==> src/rtl/wb_stage.sv <==
// wb_stage: write-back stage; retires ALU results and waits for load data,
// formatting byte/half/word loads and reporting misaligned or timed-out loads.
module wb_stage #(
    parameter int LOAD_TIMEOUT = 16
) (
    input  logic        clk,
    input  logic        reset,
    input  logic        in_valid,
    output logic        in_ready,
    input  logic [3:0]  in_rd,
    input  logic [31:0] in_result,
    input  logic        in_isWb,
    input  logic        in_isLd,
    input  logic [1:0]  in_ldSize,
    input  logic        in_ldUnsigned,
    input  logic        mem_rvalid,
    input  logic [31:0] mem_rdata,
    output logic        isWb,
    output logic [3:0]  writeaddress,
    output logic [31:0] writeData,
    output logic        pend_valid,
    output logic [3:0]  pend_rd,
    output logic        ld_err,
    output logic [31:0] wb_count
);
    localparam int CW = $clog2(LOAD_TIMEOUT + 1);
    typedef enum logic {IDLE, WAIT_LD} state_t;
    state_t      state_q, state_d;
    logic [CW-1:0] cnt_q, cnt_d;
    logic [3:0]  rd_q, rd_d, waddr_q, waddr_d;
    logic [1:0]  off_q, off_d, size_q, size_d;
    logic        uns_q, uns_d, iswb_q, iswb_d, err_q, err_d;
    logic [31:0] wdata_q, wdata_d, wbcnt_q, wbcnt_d;
    logic        xfer, mis, timeout;
    logic [7:0]  byte_v;
    logic [15:0] half_v;
    logic [31:0] ld_data;

    assign xfer    = in_valid && state_q == IDLE;
    assign mis     = in_ldSize == 2'b11 || (in_ldSize == 2'b01 && in_result[0]) ||
                     (in_ldSize == 2'b10 && in_result[1:0] != 2'b00);
    assign timeout = cnt_q == CW'(LOAD_TIMEOUT - 1);
    assign byte_v  = mem_rdata[{off_q, 3'b000} +: 8];
    assign half_v  = off_q[1] ? mem_rdata[31:16] : mem_rdata[15:0];
    assign ld_data = size_q == 2'b00 ? {{24{~uns_q & byte_v[7]}}, byte_v} :
                     size_q == 2'b01 ? {{16{~uns_q & half_v[15]}}, half_v} : mem_rdata;

    always_ff @(posedge clk or negedge reset) begin
        if (!reset) state_q <= IDLE;
        else        state_q <= state_d;
    end

    always_comb begin
        state_d = state_q == IDLE ? ((xfer && in_isLd && !mis) ? WAIT_LD : IDLE)
                                  : ((mem_rvalid || timeout) ? IDLE : WAIT_LD);
    end

    always_comb begin
        iswb_d  = 1'b0;
        err_d   = 1'b0;
        waddr_d = waddr_q;
        wdata_d = wdata_q;
        cnt_d   = cnt_q;
        rd_d    = rd_q;
        off_d   = off_q;
        size_d  = size_q;
        uns_d   = uns_q;
        if (state_q == IDLE) begin
            if (xfer && in_isLd) begin
                err_d = mis;
                if (!mis) begin
                    rd_d   = in_rd;
                    off_d  = in_result[1:0];
                    size_d = in_ldSize;
                    uns_d  = in_ldUnsigned;
                    cnt_d  = '0;
                end
            end else if (xfer && in_isWb && in_rd != 4'd0) begin
                iswb_d  = 1'b1;
                waddr_d = in_rd;
                wdata_d = in_result;
            end
        end else if (mem_rvalid) begin
            // rvalid wins over a coincident timeout
            iswb_d  = rd_q != 4'd0;
            waddr_d = iswb_d ? rd_q : waddr_q;
            wdata_d = iswb_d ? ld_data : wdata_q;
        end else begin
            cnt_d = cnt_q + 1'b1;
            err_d = timeout;
        end
        wbcnt_d = wbcnt_q + {31'd0, iswb_d};
    end

    always_ff @(posedge clk or negedge reset) begin
        if (!reset) begin
            cnt_q   <= '0;
            rd_q    <= '0;
            off_q   <= '0;
            size_q  <= '0;
            uns_q   <= 1'b0;
            iswb_q  <= 1'b0;
            err_q   <= 1'b0;
            waddr_q <= '0;
            wdata_q <= '0;
            wbcnt_q <= '0;
        end else begin
            cnt_q   <= cnt_d;
            rd_q    <= rd_d;
            off_q   <= off_d;
            size_q  <= size_d;
            uns_q   <= uns_d;
            iswb_q  <= iswb_d;
            err_q   <= err_d;
            waddr_q <= waddr_d;
            wdata_q <= wdata_d;
            wbcnt_q <= wbcnt_d;
        end
    end

    assign in_ready     = state_q == IDLE;
    assign pend_valid   = state_q == WAIT_LD;
    assign pend_rd      = rd_q;
    assign isWb         = iswb_q;
    assign writeaddress = waddr_q;
    assign writeData    = wdata_q;
    assign ld_err       = err_q;
    assign wb_count     = wbcnt_q;
endmodule

==> config.mk <==
export PLATFORM = sky130hd
export DESIGN_NAME = wb_stage
export DESIGN_NICKNAME = d
export VERILOG_FILES = /design/src/rtl/wb_stage.sv
export SDC_FILE = /design/constraint.sdc
export NUM_CORES = 1
export LEC_CHECK = 0
export ABC_AREA = 1
export CAP_MARGIN = 5
export CORE_MARGIN = 3
export CORE_UTILIZATION = 52
export CTS_CLUSTER_DIAMETER = 120
export DETAILED_ROUTE_END_ITERATION = 12
export GPL_TIMING_DRIVEN = 0
export HOLD_SLACK_MARGIN = 0.08
export PLACE_DENSITY = 0.92
export RECOVER_POWER = 25
export SLEW_MARGIN = 20
export SYNTH_ARGS = -nofsm -noshare
export SYNTH_HDL_FRONTEND = slang
export SYNTH_SLANG_ARGS = --single-unit
==> constraint.sdc <==
create_clock -name clk -period 5.9 [get_ports clk]
set_input_delay 0.885 -clock clk [delete_from_list [all_inputs] [get_ports clk]]
set_output_delay 0.885 -clock clk [all_outputs]
set_load 0.05 [all_outputs]
==> results of run 1 <==
[flip-flops by register name (all words and copies together) (netlist names), 2 cells and up]
register,count
writeaddress,4
size_q,2
writeData,32
cnt_q,5
pend_rd,4
wb_count,32
off_q,2
[area by class of cell]
type / count / area (um^2)
inverter: 84 / 318
fill: 816 / 2660
multi-input combinational: 602 / 2670
buffer: 27 / 154
tap: 133 / 166
sequential: 85 / 2130
clock inverter: 6 / 46.3
clock buffer: 10 / 138
timing repair buffer: 153 / 1540
[where the power goes]
part	internal, mW	switching [mW]
clock	0.167	0.227
combinational	0.389	0.775
sequential	0.707	0.0916
total	1.26	1.09
[worst max-delay path, cell delays in order]
cell	delay, ps
sky130_fd_sc_hd__clkdlybuf4s50_1	490
sky130_fd_sc_hd__nand3_1	280
sky130_fd_sc_hd__nand2_4	270
sky130_fd_sc_hd__ha_1	270
sky130_fd_sc_hd__ha_1	250
sky130_fd_sc_hd__nand3_2	180
sky130_fd_sc_hd__nor2_2	310
sky130_fd_sc_hd__nand2_1	150
sky130_fd_sc_hd__nor2_2	140
sky130_fd_sc_hd__nand2_1	80
sky130_fd_sc_hd__xnor2_1	140
[cell usage in the layout, fill, tap and decap left out]
master                            count
sky130_fd_sc_hd__nand4_1              7
sky130_fd_sc_hd__nand3b_1             6
sky130_fd_sc_hd__o21ai_1             13
sky130_fd_sc_hd__a21boi_0             5
sky130_fd_sc_hd__inv_1               65
sky130_fd_sc_hd__inv_6                1
sky130_fd_sc_hd__clkbuf_8            10
sky130_fd_sc_hd__nor2_2               3
sky130_fd_sc_hd__buf_16               1
sky130_fd_sc_hd__buf_6                5
sky130_fd_sc_hd__clkbuf_1            11
sky130_fd_sc_hd__dfrtp_1             85
sky130_fd_sc_hd__o21ai_0              7
sky130_fd_sc_hd__xor2_1              11
sky130_fd_sc_hd__buf_2               12
sky130_fd_sc_hd__nand3_4              1
sky130_fd_sc_hd__nand2_4              1
sky130_fd_sc_hd__nand3_1             78
sky130_fd_sc_hd__nor3_1              10
sky130_fd_sc_hd__clkinv_2             1
sky130_fd_sc_hd__nand4_2              1
sky130_fd_sc_hd__a32o_1               1
sky130_fd_sc_hd__clkinvlp_4           2
sky130_fd_sc_hd__clkinv_1             3
sky130_fd_sc_hd__nor2_4               3
sky130_fd_sc_hd__nand2_1            314
sky130_fd_sc_hd__or2_2                1
sky130_fd_sc_hd__clkinv_4             2
sky130_fd_sc_hd__xnor2_1              5
sky130_fd_sc_hd__nand3_2              2
sky130_fd_sc_hd__inv_2               15
sky130_fd_sc_hd__inv_4                1
sky130_fd_sc_hd__ha_1                 4
sky130_fd_sc_hd__clkdlybuf4s50_1    151
sky130_fd_sc_hd__a21oi_1             11
sky130_fd_sc_hd__nand2_2              1
sky130_fd_sc_hd__o22ai_1              1
sky130_fd_sc_hd__nor2_1             116
[cell families after synthesis]
logic type,Yosys count
xor+xnor,16
buf+inv,111
simple gates,544
flops,85
fa+ha+maj,4
compound gates,38
[metrics by stage]
stage          cell area (um^2)  worst slack [ps]   util  hold WS [ps]  std cells
6_report                   7160              2700  0.729           487       1100
5_1_grt                    7160              2480  0.729           511       1100
4_1_cts                    7160              2730  0.730           455       1100
3_5_place_dp               6980              2370  0.711           469       1084
3_3_place_gp               6960               961  0.708           463       1083
2_1_floorplan              5270              3260      -           487        798
[how the worst min path moves through the flow]
stage	to	depth (start not counted)
finish	writeData[8]	2
global placement	writeData[24]	2
floorplan	cnt_q[0]	1
CTS	wb_count[28]	1
global route	writeData[28]	2
detailed placement	writeData[26]	2
[layer usage]
layer | up-vias | wire (um)
li1 | 2804 | -
met1 | 2612 | 6900
met2 | 237 | 7500
met3 | 34 | 1380
met4 | 0 | 446
met5 | - | 0
==> impl_summary.log, run 1 <==
INFO  metric status = finished with violations
INFO  metric failed_checks = capacitance limit, slew limit
INFO  metric cts-root-to-sink-buffers = 2
INFO  metric post_cts_hold_buffer_count = 0
INFO  metric post-synth-top-count-cell = sky130_fd_sc_hd__nand2_1
INFO  metric synth.net_count = 879
INFO  metric dr.pass1.iters = 6
INFO  metric fmax = 313 MHz
INFO  metric slew_violations = 33
INFO  metric grt_setup_unrepaired = false
INFO  metric placement.io_buffers = 152
INFO  metric dominant_cell_type_by_area_after_synthesis = sky130_fd_sc_hd__dfrtp_1
INFO  metric synth_xor_area_frac = 0.0266
INFO  metric cp-start-kind = primary input
INFO  metric cts_tree = yes
INFO  metric initial_core_util = 0.536
INFO  metric p_per_area = 329 nW/um^2
INFO  metric worst-r2r-setup-slack = 3130 ps
INFO  metric dpl.hpwl = 12,700 um
INFO  metric timing.hold.worst.class = register to register
INFO  metric setup.worst_path.start = mem_rvalid
INFO  metric cp_data_arrival_time = 3450 ps
INFO  metric fp.dieArea = 11,400 um^2
INFO  metric critical_path.endpoint = wb_count[18]
INFO  metric initial_antenna_violation_count = 0
INFO  metric routed_wl = 16,200 um
INFO  metric synth_enable_flop_cells = 0
INFO  metric post-route-min-period = 3200 ps
INFO  metric mean_syn_cell_area = 6.60 um^2
INFO  metric syn-cell-area = 5270 um^2
INFO  metric async_flop_share = 1.00
INFO  metric cts_resized = 0
INFO  metric cell_types_with_the_highest_counts_after_synthesis = sky130_fd_sc_hd__nand2_1, sky130_fd_sc_hd__nor2_1, sky130_fd_sc_hd__dfrtp_1
INFO  metric n_antenna_cell = 0
INFO  metric synthDominantCellAreaShare = 0.404
INFO  metric synth-main-ff-cell = sky130_fd_sc_hd__dfrtp_1
INFO  metric synthMuxAreaShare = 0
INFO  metric grt_util_met1 = 0.392
INFO  metric grt_util_met2 = 0.455
INFO  metric numClockSinks = 85
INFO  metric io_pins = 153
INFO  metric drt-wirelength-per-cell = 14.8 um
INFO  metric finalWeightedCongestion = 1.02
INFO  metric coreArea = 9820 um^2
INFO  metric post-route-period-util = 0.542
INFO  metric combinational_family_with_the_most_area_after_synthesis = simple AND/OR/NAND/NOR gates
INFO  metric launching_point_of_the_worst_reg2reg_path = pend_valid
INFO  metric syn2layout_area_growth = 35.9%
INFO  metric synth_fa_ha_area_frac = 0.00950
INFO  metric leakage = 3.48 nW
INFO  metric total_power = 2.36 mW
INFO  metric fp-row-count = 36
INFO  metric compound_gate_portion_of_the_synthesized_area = 0.0397
INFO  metric yosysSeqAreaShare = 0.404
INFO  metric clk_pin_slew = 90 ps
INFO  metric num_vias = 5,687
INFO  metric setup-tns-final = 0 ps
INFO  metric max_slew_margin = -0.202
INFO  metric holdCritStartpoint = writeData[8]
INFO  metric postCtsSetupRepairBufs = 0
INFO  metric r2r_end = wb_count[18]
INFO  metric grt_start_max_net_pins = 54
INFO  metric ys_ff_latch = 85
INFO  metric ant_nets = 0
INFO  metric gr-usage-all-layers = 0.289
INFO  metric synth_area_leaders = sky130_fd_sc_hd__dfrtp_1, sky130_fd_sc_hd__nand2_1, sky130_fd_sc_hd__nor2_1, sky130_fd_sc_hd__nand3_1, sky130_fd_sc_hd__inv_1
INFO  metric fp.dieH = 107 um
INFO  metric yosys.area_share.simple = 0.431
INFO  metric hold_viol_final = 0
INFO  metric mapped_cells = 798
INFO  metric setup_viol = 0
INFO  metric clk-insertion-delay-late = 360 ps
INFO  metric cts.root.buffer_cell = sky130_fd_sc_hd__clkbuf_8
INFO  metric yosysUniqueCellTypes = 31
INFO  metric viasPerCell = 5.17
INFO  metric critical_path_required = 6150 ps
INFO  metric drt_iter0_drc = 538
INFO  metric cts_inserted_buffers = 9
INFO  metric timing.max_cap.violations = 1
INFO  metric peakVddDrop = 0.000270 V
INFO  metric drive_above_1_share = 0.0651
INFO  metric first_global_vias = 5,255
INFO  metric htree_num_levels = 3
INFO  metric global_route.overflow_total = 0
INFO  metric path_max_fanout = 10
INFO  metric drt_drc_violations_left = 0
INFO  metric yosysWarningCount = 0
INFO  metric die_w = 107 um
INFO  metric grt.busiest_layer = met2
INFO  metric design.final.nets = 1,043
INFO  metric grt_pass1_wl = 26,100 um
INFO  metric global_route.usage.met3 = 0.0728
INFO  metric r2r.worst_path.cells = 14
INFO  metric clock-skew-final = 11.2 ps
INFO  metric worst_setup_path_end_kind = register
INFO  metric critical_path_class = primary input to register
INFO  metric actual_slew_at_the_worst_max_slew_pin = 1800 ps
Power figures use the tool's default switching activity.
==> run 2: changes to the inputs <==
--- a/config.mk
+++ b/config.mk
@@ -8,12 +8,12 @@
 export ABC_AREA = 1
 export CAP_MARGIN = 5
 export CORE_MARGIN = 3
-export CORE_UTILIZATION = 52
+export CORE_UTILIZATION = 48
 export CTS_CLUSTER_DIAMETER = 120
 export DETAILED_ROUTE_END_ITERATION = 12
 export GPL_TIMING_DRIVEN = 0
 export HOLD_SLACK_MARGIN = 0.08
-export PLACE_DENSITY = 0.92
+export PLACE_DENSITY = 0.86
 export RECOVER_POWER = 25
 export SLEW_MARGIN = 20
 export SYNTH_ARGS = -nofsm -noshare
==> constraint.sdc (replaced) <==
create_clock -name clk -period 3.15 [get_ports clk]
set_input_delay 0.4725 -clock clk [delete_from_list [all_inputs] [get_ports clk]]
set_output_delay 0.4725 -clock clk [all_outputs]
set_load 0.05 [all_outputs]
==> impl_summary.log, run 2 (same netlist as run 1, synthesis figures left out) <==
INFO  metric post-route-util = 0.685 (-0.0440)
INFO  metric critical_path_class = register to register
INFO  metric multiInputGateArea = 2670 um^2 (unchanged)
INFO  metric numClockSinks = 85 (unchanged)
INFO  metric setup.worst_path.start = pend_valid
INFO  metric initial_core_util = 0.501 (-0.0352)
INFO  metric failed_checks = capacitance limit, slew limit
INFO  metric initial_antenna_violation_count = 0 (unchanged)
INFO  metric htree_num_levels = 3 (unchanged)
INFO  metric crit_cells = 14 (+3)
INFO  metric slew_violations = 28 (-15%)
INFO  metric postCtsSetupRepairBufs = 0 (unchanged)
INFO  metric n_antenna_cell = 0 (unchanged)
INFO  metric fp-row-count = 37 (+2.8%)
INFO  metric post_cts_hold_buffer_count = 1 (+1)
INFO  metric dr.pass1.iters = 5 (-1)
INFO  metric timing.max_cap.violations = 1 (unchanged)
INFO  metric worst-r2r-setup-slack = 350 ps (-2780 ps)
INFO  metric crit_slowest_cell = sky130_fd_sc_hd__dfrtp_1
INFO  metric status = finished with violations
INFO  metric placement.io_buffers = 152 (unchanged)
INFO  metric drt-wirelength-per-cell = 14.6 um (-0.78%)
INFO  metric clock-skew-final = 11.8 ps (+0.639 ps)
INFO  metric hold_viol_final = 0 (unchanged)
INFO  metric actual_slew_at_the_worst_max_slew_pin = 1520 ps (-287 ps)
INFO  metric cpLargestDelayFamily = simple AND/OR/NAND/NOR gates
INFO  metric viasPerCell = 5.19 (+0.30%)
INFO  metric first_global_vias = 5,428 (+3.3%)
INFO  metric critical_path_required = 3410 ps (-2740 ps)
INFO  metric p_per_area = 632 nW/um^2 (+92%)
INFO  metric syn2layout_area_growth = 36.7%
INFO  metric most-common-layout-cells = sky130_fd_sc_hd__nand2_1, sky130_fd_sc_hd__clkdlybuf4s50_1, sky130_fd_sc_hd__nor2_1
INFO  metric clk-insertion-delay-late = 370 ps (about the same)
INFO  metric path_max_fanout = 10 (unchanged)
INFO  metric post-route-min-period = 2800 ps
INFO  metric io_pins = 153 (unchanged)
INFO  metric fin_area = 7200 um^2 (+0.56%)
INFO  metric launching_point_of_the_worst_reg2reg_path = pend_valid
INFO  metric cp-start-kind = register
INFO  metric grt_start_max_net_pins = 60 (+11%)
INFO  metric cp_data_arrival_time = 3060 ps (-390 ps)
INFO  metric cts.root.buffer_cell = sky130_fd_sc_hd__clkbuf_8
INFO  metric layout.cells.most_common = sky130_fd_sc_hd__nand2_1
INFO  metric r2r.worst_path.cells = 14 (unchanged)
INFO  metric routed_wl = 16,200 um (-0.42%)
INFO  metric coreArea = 10,500 um^2 (+7.0%)
INFO  metric drt_drc_violations_left = 0 (unchanged)
INFO  metric leakage = 3.49 nW (+0.49%)
INFO  metric post_dp_cell_area = 6980 um^2 (about the same)
INFO  metric dp_worst_setup_slack = -41.0 ps (-2410 ps)
INFO  metric finalWeightedCongestion = 0.974 (-4.7%)
INFO  metric cts-root-to-sink-buffers = 2 (unchanged)
INFO  metric critical_path.endpoint = wb_count[18]
INFO  metric max_slew_margin = -0.0111 (+0.191)
INFO  metric drive_above_1_share = 0.0651 (-0.0000673)
INFO  metric cpPeakStageDelay = 420 ps (-70 ps)
INFO  metric grt_pass1_wl = 26,600 um (+1.7%)
INFO  metric setup_viol = 0 (unchanged)
INFO  metric num_vias = 5,725 (+0.67%)
INFO  metric fmax = 357 MHz
INFO  metric global_route.overflow_total = 0 (unchanged)
INFO  metric total_power = 4.55 mW (+93%)
INFO  metric path_buf_inv = 2 (+1)
INFO  metric grt_setup_unrepaired = false
INFO  metric cts_inserted_buffers = 9 (unchanged)
INFO  metric clk_pin_slew = 90 ps (about the same)
INFO  metric worst_setup_path_end_kind = register
INFO  metric post-route-period-util = 0.889
INFO  metric ant_nets = 0 (unchanged)
INFO  metric fp.dieArea = 12,300 um^2 (+7.9%)
INFO  metric design.final.nets = 1,044 (+0.096%)
INFO  metric n_fill_cell = 911 (+12%)
INFO  metric timing.critical_path.cells = buf_6 > inv_4 > nand2_2 > nor2_4 > nand3_4 > nand2_4 > ha_1 > ha_1 > nand3_2 > nor2_2 > nand2_1 > nor2_2 > nand2_1 > xnor2_1
INFO  metric drt_iter0_drc = 642 (+19%)
INFO  metric timing.hold.worst.class = register to register
INFO  metric fp.dieH = 111 um (+3.9%)
INFO  metric dpl.hpwl = 12,600 um (-0.89%)
INFO  metric cts_tree = yes
INFO  metric r2r_end = wb_count[18]
INFO  metric regArea = 2130 um^2 (unchanged)
INFO  metric cts_resized = 0 (unchanged)
INFO  metric layout_setup_ws = 350 ps (-2350 ps)
INFO  metric peakVddDrop = 0.000477 V (+77%)
INFO  metric gr-usage-all-layers = 0.266 (-0.0238)
INFO  metric die_w = 111 um (+3.9%)
run 2: layout make-up:
cell class              instances  area share
clock buffers                   9      0.0172
inverters                      84      0.0441
multi-input cells             602       0.371
clock inverters                 7      0.0148
plain buffers                  27      0.0214
flip-flops and latches         85       0.295
well taps                     136      0.0236
repair buffers                154       0.213
run 2: per-stage QoR:
stage	std cells	TNS, ps	hold WS (ps)
final	1104	0	484
after global routing	1104	0	511
after CTS	1104	0	487
after detailed placement	1087	-41.0	424
after global placement	1086	-120810	462
after floorplan	798	0	177
run 2: layer usage:
layer | global-route usage | part of all wire | up-vias
met5 | 0 | 0 | -
met4 | 0.0936 | 0.029 | 0
met3 | 0.0682 | 0.084 | 40
met2 | 0.418 | 0.45 | 257
met1 | 0.356 | 0.43 | 2631
li1 | - | - | 2797
run 2: worst min-delay path by stage:
| stage | endpoint | cells past startpoint | from |
|---|---|---|---|
| finish | writeData[24] | 2 | writeData[24] |
| global route | writeData[11] | 2 | writeData[11] |
| CTS | writeData[15] | 2 | writeData[15] |
| detailed placement | writeData[6] | 1 | reset |
| global placement | writeData[30] | 2 | writeData[30] |
| floorplan | cnt_q[0] | 0 | reset |
run 2: worst min-delay path, delay by kind of cell, from the launching register on:
kind,cells,cell delay [ps]
flops,1,350
simple gates,2,100
run 2: power breakdown:
| part | switching (mW) | leakage, nW | internal, mW | total (mW) |
|---|---|---|---|---|
| Combinational | 1.44 | 2.30 | 0.728 | 2.16 |
| Clock | 0.429 | 0.110 | 0.460 | 0.889 |
| Sequential | 0.171 | 1.09 | 1.32 | 1.50 |
